`src/rtl/band_level_meter.sv`:
```
// Band level meter: windowed mean-absolute level of a Q15 sample stream,
// mapped to a 0..15 log-scale bar with a decaying peak-hold marker.
module band_level_meter #(
   parameter int WIN_LOG = 8,
   parameter int HOLD    = 16
) (
   input  logic        i_clk,
   input  logic        i_rst,
   input  logic        i_valid,
   input  logic [31:0] i_data,
   input  logic        i_clear,
   output logic [31:0] o_avg,
   output logic [3:0]  o_level,
   output logic [3:0]  o_peak,
   output logic        o_done
);

   localparam int ACC_W  = 32 + WIN_LOG;
   localparam int HOLD_W = $clog2(HOLD + 1);

   typedef enum logic [1:0] {
      S_ACC   = 2'd0,
      S_AVG   = 2'd1,
      S_LEVEL = 2'd2,
      S_PEAK  = 2'd3
   } state_t;

   state_t              state_r;
   logic [ACC_W-1:0]    acc_r;
   logic [WIN_LOG-1:0]  cnt_r;
   logic [HOLD_W-1:0]   hold_r;
   logic [31:0]         abs_s;
   logic [ACC_W-1:0]    sum_s;
   logic                last_s;

   // Bar height: highest set bit of the average, clipped at 15 (6 dB per step).
   function automatic logic [3:0] level_of(input logic [31:0] v);
      logic [3:0] l;
      l = 4'd0;
      if (|v[31:15]) begin
         l = 4'd15;
      end else begin
         for (int i = 0; i < 15; i++) begin
            if (v[i]) l = 4'(i);
         end
      end
      return l;
   endfunction

   // Magnitude of the incoming sample; the most negative code saturates.
   always_comb begin
      abs_s = i_data;
      if (i_data == 32'h8000_0000) begin
         abs_s = 32'h7FFF_FFFF;
      end else if (i_data[31]) begin
         abs_s = 32'd0 - i_data;
      end else begin
         abs_s = i_data;
      end
   end

   assign sum_s  = acc_r + {{WIN_LOG{1'b0}}, abs_s};
   assign last_s = (cnt_r == {WIN_LOG{1'b1}});

   // Window accumulation plus the avg -> level -> peak pipeline.
   always_ff @(posedge i_clk or posedge i_rst) begin
      if (i_rst) begin
         state_r <= S_ACC;
         acc_r   <= {ACC_W{1'b0}};
         cnt_r   <= {WIN_LOG{1'b0}};
         hold_r  <= {HOLD_W{1'b0}};
         o_avg   <= 32'd0;
         o_level <= 4'd0;
         o_peak  <= 4'd0;
         o_done  <= 1'b0;
      end else if (i_clear) begin
         state_r <= S_ACC;
         acc_r   <= {ACC_W{1'b0}};
         cnt_r   <= {WIN_LOG{1'b0}};
         hold_r  <= {HOLD_W{1'b0}};
         o_avg   <= 32'd0;
         o_level <= 4'd0;
         o_peak  <= 4'd0;
         o_done  <= 1'b0;
      end else begin
         // Accumulation never stalls, so samples during the pipeline start the next window.
         if (i_valid) begin
            if (last_s) begin
               o_avg <= sum_s[WIN_LOG +: 32];
               acc_r <= {ACC_W{1'b0}};
               cnt_r <= {WIN_LOG{1'b0}};
            end else begin
               acc_r <= sum_s;
               cnt_r <= cnt_r + WIN_LOG'(1);
            end
         end else begin
            acc_r <= acc_r;
         end
         o_done <= 1'b0;
         case (state_r)
            S_ACC: begin
               if (i_valid && last_s) begin
                  state_r <= S_AVG;
               end else begin
                  state_r <= S_ACC;
               end
            end
            S_AVG: begin
               o_level <= level_of(o_avg);
               state_r <= S_LEVEL;
            end
            S_LEVEL: begin
               if (o_level >= o_peak) begin
                  o_peak <= o_level;
                  hold_r <= HOLD_W'(HOLD);
               end else if (hold_r != {HOLD_W{1'b0}}) begin
                  hold_r <= hold_r - HOLD_W'(1);
               end else if ((o_peak - 4'd1) > o_level) begin
                  o_peak <= o_peak - 4'd1;
               end else begin
                  o_peak <= o_level;
               end
               o_done  <= 1'b1;
               state_r <= S_PEAK;
            end
            S_PEAK: begin
               state_r <= S_ACC;
            end
            default: begin
               state_r <= S_ACC;
            end
         endcase
      end
   end

endmodule

```
`config.mk`:
```
export PLATFORM = sky130hd
export DESIGN_NAME = band_level_meter
export DESIGN_NICKNAME = d
export VERILOG_FILES = /design/src/rtl/band_level_meter.sv
export SDC_FILE = /design/constraint.sdc
export NUM_CORES = 1
export LEC_CHECK = 0
export ABC_AREA = 1
export CAP_MARGIN = 15
export CORE_MARGIN = 2
export CORE_UTILIZATION = 45
export DETAILED_ROUTE_END_ITERATION = 6
export GPL_ROUTABILITY_DRIVEN = 0
export PLACE_DENSITY = 0.65
export SKIP_CTS_REPAIR_TIMING = 1
export SLEW_MARGIN = 5
export SYNTH_ARGS = -nofsm -noshare
export SYNTH_HDL_FRONTEND = slang
export SYNTH_SLANG_ARGS = --single-unit
```
`constraint.sdc`:
```
create_clock -name i_clk -period 4.9 [get_ports i_clk]
set_input_delay 0.49 -clock i_clk [delete_from_list [all_inputs] [get_ports i_clk]]
set_output_delay 0.49 -clock i_clk [all_outputs]
set_load 0.02 [all_outputs]
```
-- Word level (Yosys, flattened, before mapping)
Index checks and enable logic that the tools add are counted.
W data, S select, Z words.
- output and inout bits: 41
- register bits: 96
- muxes and demuxes: 42
- reductions and logical operators: 12
- eq/ne operators: 6
- $add $sub $neg: 5
- order comparisons: 2
- operators by type and width (cell ; count):
    $mux W32 ; 5
    $mux W40 ; 3
    $mux W4 ; 21
    $add A40 B32 Y40 ; 1
    $eq A32 B32 Y1 const B ; 1
    $sub A1 B32 Y32 const A ; 1
    $mux W8 ; 3
    $mux W5 ; 4
    $reduce_or A17 Y1 ; 1
    $add A8 B1 Y8 const B ; 1
    $eq A8 B8 Y1 const B ; 1
    $pmux W2 S4 ; 1
    $reduce_bool A2 Y1 ; 4
    $reduce_and A2 Y1 ; 3
    $reduce_bool A5 Y1 ; 1
    $sub A5 B1 Y5 const B ; 1
    $eq A2 B2 Y1 const B ; 2
    $ge A4 B4 Y1 ; 1
    $gt A4 B4 Y1 ; 1
    $mux W1 ; 4
    $sub A4 B1 Y4 const B ; 1
    $ne A3 B3 Y1 const B ; 1
    $reduce_bool A3 Y1 ; 1
    $eq A2 B1 Y1 const B ; 1
    3 further kinds ; 3

-- Logic depth before layout (Yosys ltp)
Gate-level depths: netlist (run 1).
- depth in word-level cells: 17
- gate-level depth with buffers: 23
- mapped depth without buffers: 23

-- Least setup slack after synthesis (run 1)
No wires, ideal clock.
- path type: input to register
- start: in i_data[0]
- end: reg acc_r[24]
- stages: 22
- data required time: 4783 ps
- arrival: 3104 ps
- setup slack: 1679 ps
- cell sequence: inv_1 -> ha_1 -> inv_1 -> nor3_1 -> and3_1 -> nand2_1 -> nor2_2 -> inv_2 -> buf_6 -> nand2_1 -> ha_1 -> inv_1 -> fa_1 -> nor2_4 -> nor2_2 -> o21ai_2 -> nand2_2 -> nand2_2 -> a21oi_2 -> or2_1 -> nand3_1 -> nand2_1
- cells in the longest elaborated chain, start to end: 7
- ends and longest elaborated chain (item ; line ; RTL):
    start: declaration ; 10 ; input logic [31:0] i_data,
    $sub A1 B32 Y32 ; 56 ; abs_s = 32'd0 - i_data;
    $mux W32 ; 55 ; end else if (i_data[31]) begin
    $mux W32 * ; 53 ; if (i_data == 32'h8000_0000) begin
    $add A40 B32 Y40 * ; 62 ; assign sum_s = acc_r + {{WIN_LOG{1'b0}}, abs_s};
    $mux W40 * ; 88 ; if (last_s) begin
    $mux W40 * ; 87 ; if (i_valid) begin
    $mux W40 * ; 76 ; end else if (i_clear) begin
    end signal: assignment ; 78 ; acc_r <= {ACC_W{1'b0}};
    end signal: assignment ; 90 ; acc_r <= {ACC_W{1'b0}};
    end signal: assignment ; 93 ; acc_r <= sum_s;
    end: declaration ; 29 ; logic [ACC_W-1:0] acc_r;
Mark *: on every way between the ends. The rest lies on a longest branch, timed or not. The select of a mux whose other input is x is not followed.
A chain may end at the register's enable or synchronous reset.

-- Final worst setup path (run 1)
- start: in i_data[31]
- end: reg acc_r[24]
- cells in the longest elaborated chain, start to end: 6
- ends and longest elaborated chain (item ; line):
    $eq A32 B32 Y1 or $mux W32 (tied branches) ; 53, 55
    $mux W32 * ; 53
    $add A40 B32 Y40 * ; 62
    $mux W40 * ; 88
    $mux W40 * ; 87
    $mux W40 * ; 76
Marks and branches as above.

==> results of run 1 <==
-- logic make-up after synthesis --
logic type	synth area share (%)
simple gates	36.2
compound gates	12.4
buf+inv	8.01
flops	30.4
fa+ha+maj	8.80
xor+xnor	4.21
-- path summary, 6_finish.rpt --
kind                             end
max                        acc_r[24]
min                        hold_r[1]
max reg2reg                acc_r[35]
min reg2reg                hold_r[1]
max in group asynchronous  hold_r[1]
min in group asynchronous  o_peak[1]
-- registers in the layout, indices dropped and copies added (netlist names) --
register	flops
o_avg	32
hold_r	5
o_done	1
state_r	2
cnt_r	8
acc_r	40
o_level	4
o_peak	4
-- cells in the final DEF (no fill, tap or decap), types with 2 or more instances in the layout --
cell type	n
xor2_1	24
o22ai_1	14
o21a_1	4
or2_1	3
nand3_1	104
xnor2_1	14
nand2_2	7
o21bai_1	2
nor2_2	10
o211ai_2	2
o211ai_1	3
a22o_1	2
inv_8	3
inv_1	139
clkbuf_16	9
ha_1	54
a21o_1	3
nor4_1	9
clkinvlp_4	3
and3_1	3
nor2_1	119
inv_2	2
nand4_1	19
o21ai_1	7
buf_4	4
nand2_1	341
nand3b_1	6
nor2_4	4
a21oi_1	58
nor3_1	15
nand4_2	3
clkdlybuf4s50_1	76
nor3_4	2
o21ai_0	77
a21oi_2	2
or2_2	5
dfrtp_1	96
-- worst reg2reg max path: cells and delay by family (launching register included) --
kind	cells	cell delay, ps
and+or+nand+nor	5	1090
adders and majority gates	1	200
DFF	1	390
AOI/OAI and AO/OA	1	130
buffers and inverters	3	760
-- area by class of cell --
class	instances	area [um2]
Tap cell	225	282
Clock inverter	7	65.1
Inverter	143	539
Sequential cell	96	2400
Multi-Input combinational cell	924	4870
Fill cell	1738	8060
Timing Repair Buffer	80	791
Clock buffer	9	225
-- metrics by stage --
stage	util [%]	cell area [um2]
floorplan	-	7910
global placement	51.5	8880
detailed placement	51.5	8880
CTS	53.2	9180
global route	53.2	9180
finish	53.2	9180
-- report_power, final --
group          switching (mW)  internal (mW)
logic                   0.951          0.560
registers              0.0943          0.908
clock network           0.359          0.356
-- metal layers --
| layer | track usage (%) | share of wire [%] | vias up |
|---|---|---|---|
| met3 | 2.67 | 5.6 | 45 |
| met2 | 41.5 | 45 | 257 |
| met1 | 35.1 | 46 | 3621 |
| met4 | 11.3 | 3.3 | 0 |
| li1 | - | - | 4025 |
| met5 | 0 | 0 | - |
==> results.toml, run 1 <==
[synth]
synthTopCellsByCount = "nand2_1 (341), inv_1 (140), nor2_1 (119)"
synth_ff_type = "dfrtp_1"
synthesis.area_um2 = 7910
synth_top_area_share_pct = 30.4
syn_nets = 1273
synthCells = 1182
ys_seq_elements = 96
yosysMostFrequentCell = "nand2_1"
yosys.area.top_type = "dfrtp_1"
synthArstFlopShare_pct = 100
yosysWarnings = 0
synth_edf_count = 0
ys_seq_area_share_pct = 30.4
ys_types = 45
synthTopCellsByArea = "dfrtp_1 (30%), nand2_1 (16%), ha_1 (8.5%)"
syn_area_per_cell_um2 = 6.69

[routing]
ant_nets = 0
wire_per_inst_um = 15.4
vias = 7948
drtIter0Drc = 524
wirelength_um = 22900
drc_errors = 0
dr.pass1.iters = 5
drt-vias-per-instance = 5.36

[clock_tree]
clkTransAtPathRegs_ps = 70
numCtsBuffers = 9
cts_buffer_depth = 2
clock_sinks = 96
cts_tree = "built"
cts_max_level = 3
insertion_delay_ps = 370
root_buffer = "clkbuf_16"

[die]
die_area_um2 = 18600
ios = 77
rows = 48
die_y_um = 137
dieWidth_um = 137
start_util_pct = 45.9
core_area_um2 = 17200

[pwr]
totalPowerFinal_mw = 3.23
p_leak_nw = 4.58
irDropWorstVdd_mv = 0.309
power_density_nw_per_um2 = 352

[min_path]
hp-class = "reg -> reg"
min-delay-start = "hold_r[1]"
hold_depth = 2

[worst_setup_path]
crit_type = "in -> reg"
critPathLaunch = "i_data[31]"
reg2reg_depth = 10
r2r_setup_slack_ps = 2190
required_ps = 5150
worstReg2RegStart = "cnt_r[0]"
crit_chain = "clkdlybuf4s50_1, inv_2, or2_4, nor3_4, nand3_1, nor2_2, inv_2, nand2_1, ha_1, inv_1, fa_1, nor2_4, nor2_2, o21ai_2, nand2_2, nand2_2, a21oi_2, or2_1, nand3_1, nand2_1"
path_buf_inv = 4
startpoint_type = "primary input"
cp_top_family = "simple AND/OR/NAND/NOR gates"
critical_path.max_fanout = 25
cp_slowest_cell = "clkdlybuf4s50_1"
critPathCaptureType = "register"
arrival_ps = 4240
max_stage_delay_ps = 490
cp_num_cells = 20

[grt]
antenna_found_initial = 0
grt_pass1_vias = 7339
grt_use_total_pct = 25.8
grt_pass1_wl_um = 37000
grt-ovfl-total = 0
grt_max_degree = 64

[run_status]
status = "finished, final reports clean"

[sta]
timing.fmax_mhz = 251
timing.hold.ws_ps = 493
finalMaxSlewViolations = 0
period_needed_ps = 3990
maxSlewHeadroom_pct = 37.6
setup_violations = 0
rsz0062_at_grt = "no"
fin_worst_skew_ps = 14.7
finalCritPeriodShare_pct = 81.4
worstMarginPinSlew_ps = 935
hold_viol = 0
final.setup.worst_slack_ps = 911
setup-tns-final_ps = 0

[final_layout]
final_nets = 1345
layout-drive-gt1-share_pct = 4.92
antenna_cells = 0
instances_no_fill = 1484
syn2layout_area_growth_pct = 16.0

[placed_design]
io_buffers = 76
dp_hpwl_um = 18200
preCtsSetupSlack_ps = 557
dp.cells = 1468

[flow_run]
cap_violations = 0
(Power assumes the default switching activity.)
==> inputs of run 2 (changes only) <==
PLACE_DENSITY = 0.68   (was 0.65)
clock period = 3.4 ns   (was 4.9 ns; I/O delays follow)
==> results.toml, run 2 (synthesized netlist as in run 1, its figures left out) <==
[run_status]
status = "finished, final reports clean"

[worst_setup_path]
critPathLaunch = "i_data[5]"
reg2reg_depth = 14
critical_path.max_fanout = 4
r2r_setup_slack_ps = 990
arrival_ps = 3600
max_stage_delay_ps = 450
r2r-end = "o_peak[0]"
path_buf_inv = 3
path_common_cell = "nand2_1"
cp_num_cells = 21
crit_chain = "clkdlybuf4s50_1, inv_1, nand3_2, nor2_4, nand3_2, nor2_4, nand4_2, o21ai_2, o21a_1, nand2_1, ha_1, nand2_1, nor2_2, buf_4, nand2_2, nor3_4, o2111ai_2, nand3_1, nand2_1, nand3_1, nand2_1"
cp_top_family = "simple AND/OR/NAND/NOR gates"
crit_type = "in -> reg"
required_ps = 3640
cp_slowest_cell = "clkdlybuf4s50_1"
startpoint_type = "primary input"
critPathCaptureType = "register"
worstReg2RegStart = "o_peak[0]"
cp-endpoint = "o_avg[28]"

[final_layout]
multi_input_area_um2 = 5310
ff_latch_area_um2 = 2400
layout-drive-gt1-share_pct = 22.4
final_common_cell = "nand2_1"
layout_common_cells = "nand2_1 (331), buf_4 (184), inv_1 (133)"
syn2layout_area_growth_pct = 39.5
antenna_cells = 0
instances_no_fill = 1666
reg_top3 = "acc_r (40), o_avg (32), cnt_r (8)"
largest-register = "acc_r"
largest_reg_flops = 40
fill_cells = 1565
final_nets = 1528

[sta]
rsz0062_at_grt = "yes"
worstMarginPinSlew_ps = 822
maxSlewHeadroom_pct = 45.2
setup_violations = 0
period_needed_ps = 3370
timing.fmax_mhz = 297
finalCritPeriodShare_pct = 99.0
hold_viol = 0
fin_worst_skew_ps = 18.6
finalMaxSlewViolations = 0

[routing]
ant_nets = 0
wirelength_um = 25100
wire_per_inst_um = 15.1
drt-vias-per-instance = 5.28
vias = 8794
drc_errors = 0
dr.pass1.iters = 5
drtIter0Drc = 682

[min_path]
hp-class = "in -> async"

[flow_run]
cap_violations = 0

[pwr]
totalPowerFinal_mw = 5.28
power_density_nw_per_um2 = 479
irDropWorstVdd_mv = 0.395
p_leak_nw = 5.56

[clock_tree]
cts_max_level = 3
cts_buffer_depth = 2
root_buffer = "clkbuf_16"
clock_sinks = 96
clkTransAtPathRegs_ps = 60
numCtsBuffers = 9
insertion_delay_ps = 370
cts_tree = "built"

[die]
rows = 48
dieWidth_um = 137
ios = 77
die_y_um = 137
start_util_pct = 45.9
core_area_um2 = 17200
die_area_um2 = 18600

[placed_design]
io_buffers = 76
dp.cells = 1643
dp_hpwl_um = 19600

[grt]
antenna_found_initial = 0
grt_pass1_vias = 8185
grt_use_total_pct = 27.2
grt_max_degree = 85
grt-ovfl-total = 0
grt_pass1_wl_um = 39700
==> run 2: power breakdown <==
group / switching [mW] / internal [mW] / total, mW / leakage, nW
Sequential: 0.156 / 1.31 / 1.47 / 1.30
Combinational: 1.54 / 1.24 / 2.79 / 4.12
Clock: 0.473 / 0.557 / 1.03 / 0.141
Total: 2.17 / 3.11 / 5.28 / 5.56
==> run 2: per-layer routing <==
metal	GRT usage [%]	vias up	share of wire [%]	routed length [um]
li1	-	4386	-	-
met2	44.8	325	46	11600
met3	3.96	61	6.2	1570
met1	36.6	4022	44	11200
met5	0	-	0	0
met4	9.38	0	3.1	771
==> run 2: worst min-delay path by stage <==
stage	from	endpoint	slack, ps
detailed placement	acc_r[24]	acc_r[24]	480
global route	i_rst	o_peak[2]	420
finish	i_rst	o_peak[2]	370
CTS	cnt_r[6]	cnt_r[6]	490
global placement	hold_r[1]	hold_r[1]	470
floorplan	hold_r[1]	hold_r[1]	450
==> run 2: cell type report <==
cell class | count | share of cell area, %
repair buffers | 263 | 20.0
well taps | 225 | 2.55
clock inverters | 3 | 0.227
inverters | 143 | 4.89
multi-input cells | 924 | 48.1
clock buffers | 12 | 2.42
flip-flops and latches | 96 | 21.8
==> run 2: per-stage QoR <==
step | worst slack (ps) | util (%) | TNS [ps] | instance area [um2] | hold slack, ps
after global routing | -74.5 | 64.0 | -953 | 11000 | 417
after CTS | -85.5 | 60.9 | -216 | 10500 | 489
after floorplan | 329 | - | 0 | 7910 | 453
final | 32.9 | 64.0 | 0 | 11000 | 372
after detailed placement | -422 | 59.2 | -13220 | 10200 | 476
after global placement | -402 | 59.2 | -11000 | 10200 | 468
==> inputs of run 3 (changes only) <==
GPL_TIMING_DRIVEN = 0   (was not set)
MAX_ROUTING_LAYER = met4   (was not set)
==> results.toml, run 3 (synthesized netlist as in run 1, its figures left out) <==
[routing]
vias = 8205
wire_per_inst_um = 15.7
drc_errors = 0
dr.pass1.iters = 7
wirelength_um = 23800
ant_nets = 0
drtIter0Drc = 619
drt-vias-per-instance = 5.40

[worst_setup_path]
r2r_setup_slack_ps = 990
required_ps = 3650
reg2reg_depth = 14
startpoint_type = "primary input"
crit_type = "in -> reg"
critPathCaptureType = "register"
cp_num_cells = 21
r2r-end = "o_peak[1]"
cp-endpoint = "acc_r[28]"
critPathLaunch = "i_data[6]"
arrival_ps = 3570
crit_chain = "clkdlybuf4s50_1, nor2_1, and3_4, nand2_2, nor2_4, inv_4, buf_8, nand2_4, ha_4, inv_1, fa_2, nor2_4, nor2_4, o21ai_2, nand2_1, nand2_2, nand4_1, nand2_1, nand2_2, nand3_2, nand2_1"
cp_slowest_cell = "clkdlybuf4s50_1"
max_stage_delay_ps = 480
critical_path.max_fanout = 10
cp_top_family = "simple AND/OR/NAND/NOR gates"
path_buf_inv = 4
worstReg2RegStart = "o_peak[0]"

[pwr]
p_leak_nw = 4.91
power_density_nw_per_um2 = 492
irDropWorstVdd_mv = 0.492
totalPowerFinal_mw = 4.85

[final_layout]
instances_no_fill = 1519
fill_cells = 1658
largest-register = "acc_r"
final_common_cell = "nand2_1"
ff_latch_area_um2 = 2400
final_nets = 1380
reg_top3 = "acc_r (40), o_avg (32), cnt_r (8)"
antenna_cells = 0
layout-drive-gt1-share_pct = 12.7
layout_common_cells = "nand2_1 (330), inv_1 (132), nand3_1 (100)"
syn2layout_area_growth_pct = 24.7
multi_input_area_um2 = 5270
largest_reg_flops = 40

[clock_tree]
numCtsBuffers = 9
root_buffer = "clkbuf_16"
cts_buffer_depth = 2
insertion_delay_ps = 360
clock_sinks = 96
cts_max_level = 3
cts_tree = "built"
clkTransAtPathRegs_ps = 70

[die]
die_y_um = 137
ios = 77
dieWidth_um = 137
core_area_um2 = 17200
rows = 48
die_area_um2 = 18600
start_util_pct = 45.9

[sta]
period_needed_ps = 3330
timing.hold.ws_ps = 423
worstMarginPinSlew_ps = 626
hold_viol = 0
finalCritPeriodShare_pct = 97.8
rsz0062_at_grt = "yes"
timing.fmax_mhz = 301
maxSlewHeadroom_pct = 58.3
setup_violations = 0
setup-tns-final_ps = 0
fin_worst_skew_ps = 10.1
finalMaxSlewViolations = 0

[grt]
grt_use_total_pct = 26.5
grt_pass1_vias = 7378
antenna_found_initial = 0
grt_pass1_wl_um = 37000
grt_max_degree = 52
grt-ovfl-total = 0

[run_status]
status = "finished, final reports clean"

[placed_design]
io_buffers = 76
dp.cells = 1484
dp_hpwl_um = 18700

[flow_run]
cap_violations = 0

[min_path]
hp-class = "in -> async"
run 3: cell types whose count changed in the layout (fill, tap and decap cells not counted), sizes merged:
| cell | delta |
|---|---|
| dlymetal6s2s | +10 |
| bufinv | +1 |
| clkbuf | +5 |
| inv | +2 |
| clkinvlp | -1 |
| clkdlybuf4s50 | -10 |
| clkinv | +1 |
| buf | -155 |
run 3: through the flow:
step,worst slack [ps],utilization [%],cell area [um2]
after CTS,-511,53.8,9270
final,74.5,57.2,9860
after global placement,-1050,51.9,8950
after detailed placement,-881,52.1,8980
after floorplan,329,-,7910
after global routing,-80.4,57.2,9860
run 3: how the worst min path moves through the flow:
stage,depth (start not counted),slack (ps),endpoint,startpoint
floorplan,2,450,hold_r[1],hold_r[1]
global placement,2,470,acc_r[22],acc_r[22]
detailed placement,2,480,acc_r[22],acc_r[22]
CTS,2,450,o_peak[1],i_rst
global route,2,500,o_avg[30],i_rst
finish,2,420,o_peak[1],i_rst
run 3: cell type report:
cell class                 instances  area share (%)
sequential                        96            24.4
clock buffer                      10            2.32
clock inverter                     6           0.673
inverter                         143            5.52
timing repair buffer              96            9.77
tap                              225            2.86
multi-input combinational        924            53.5
buffer                            19            1.03
run 3: power breakdown:
part	switching, mW	leakage (nW)	internal [mW]
Sequential	0.139	1.30	1.31
Combinational	1.46	3.46	0.881
Clock	0.481	0.148	0.577
Total	2.08	4.91	2.77
run 3: metal layers:
metal  up-vias  global-route usage (%)  part of all wire [%]
met5         -                       -                     0
met4         0                    8.97                   2.5
met3        42                    2.37                   6.1
met2       305                    41.4                    46
met1      3764                    36.2                    45
li1       4094                       -                     -
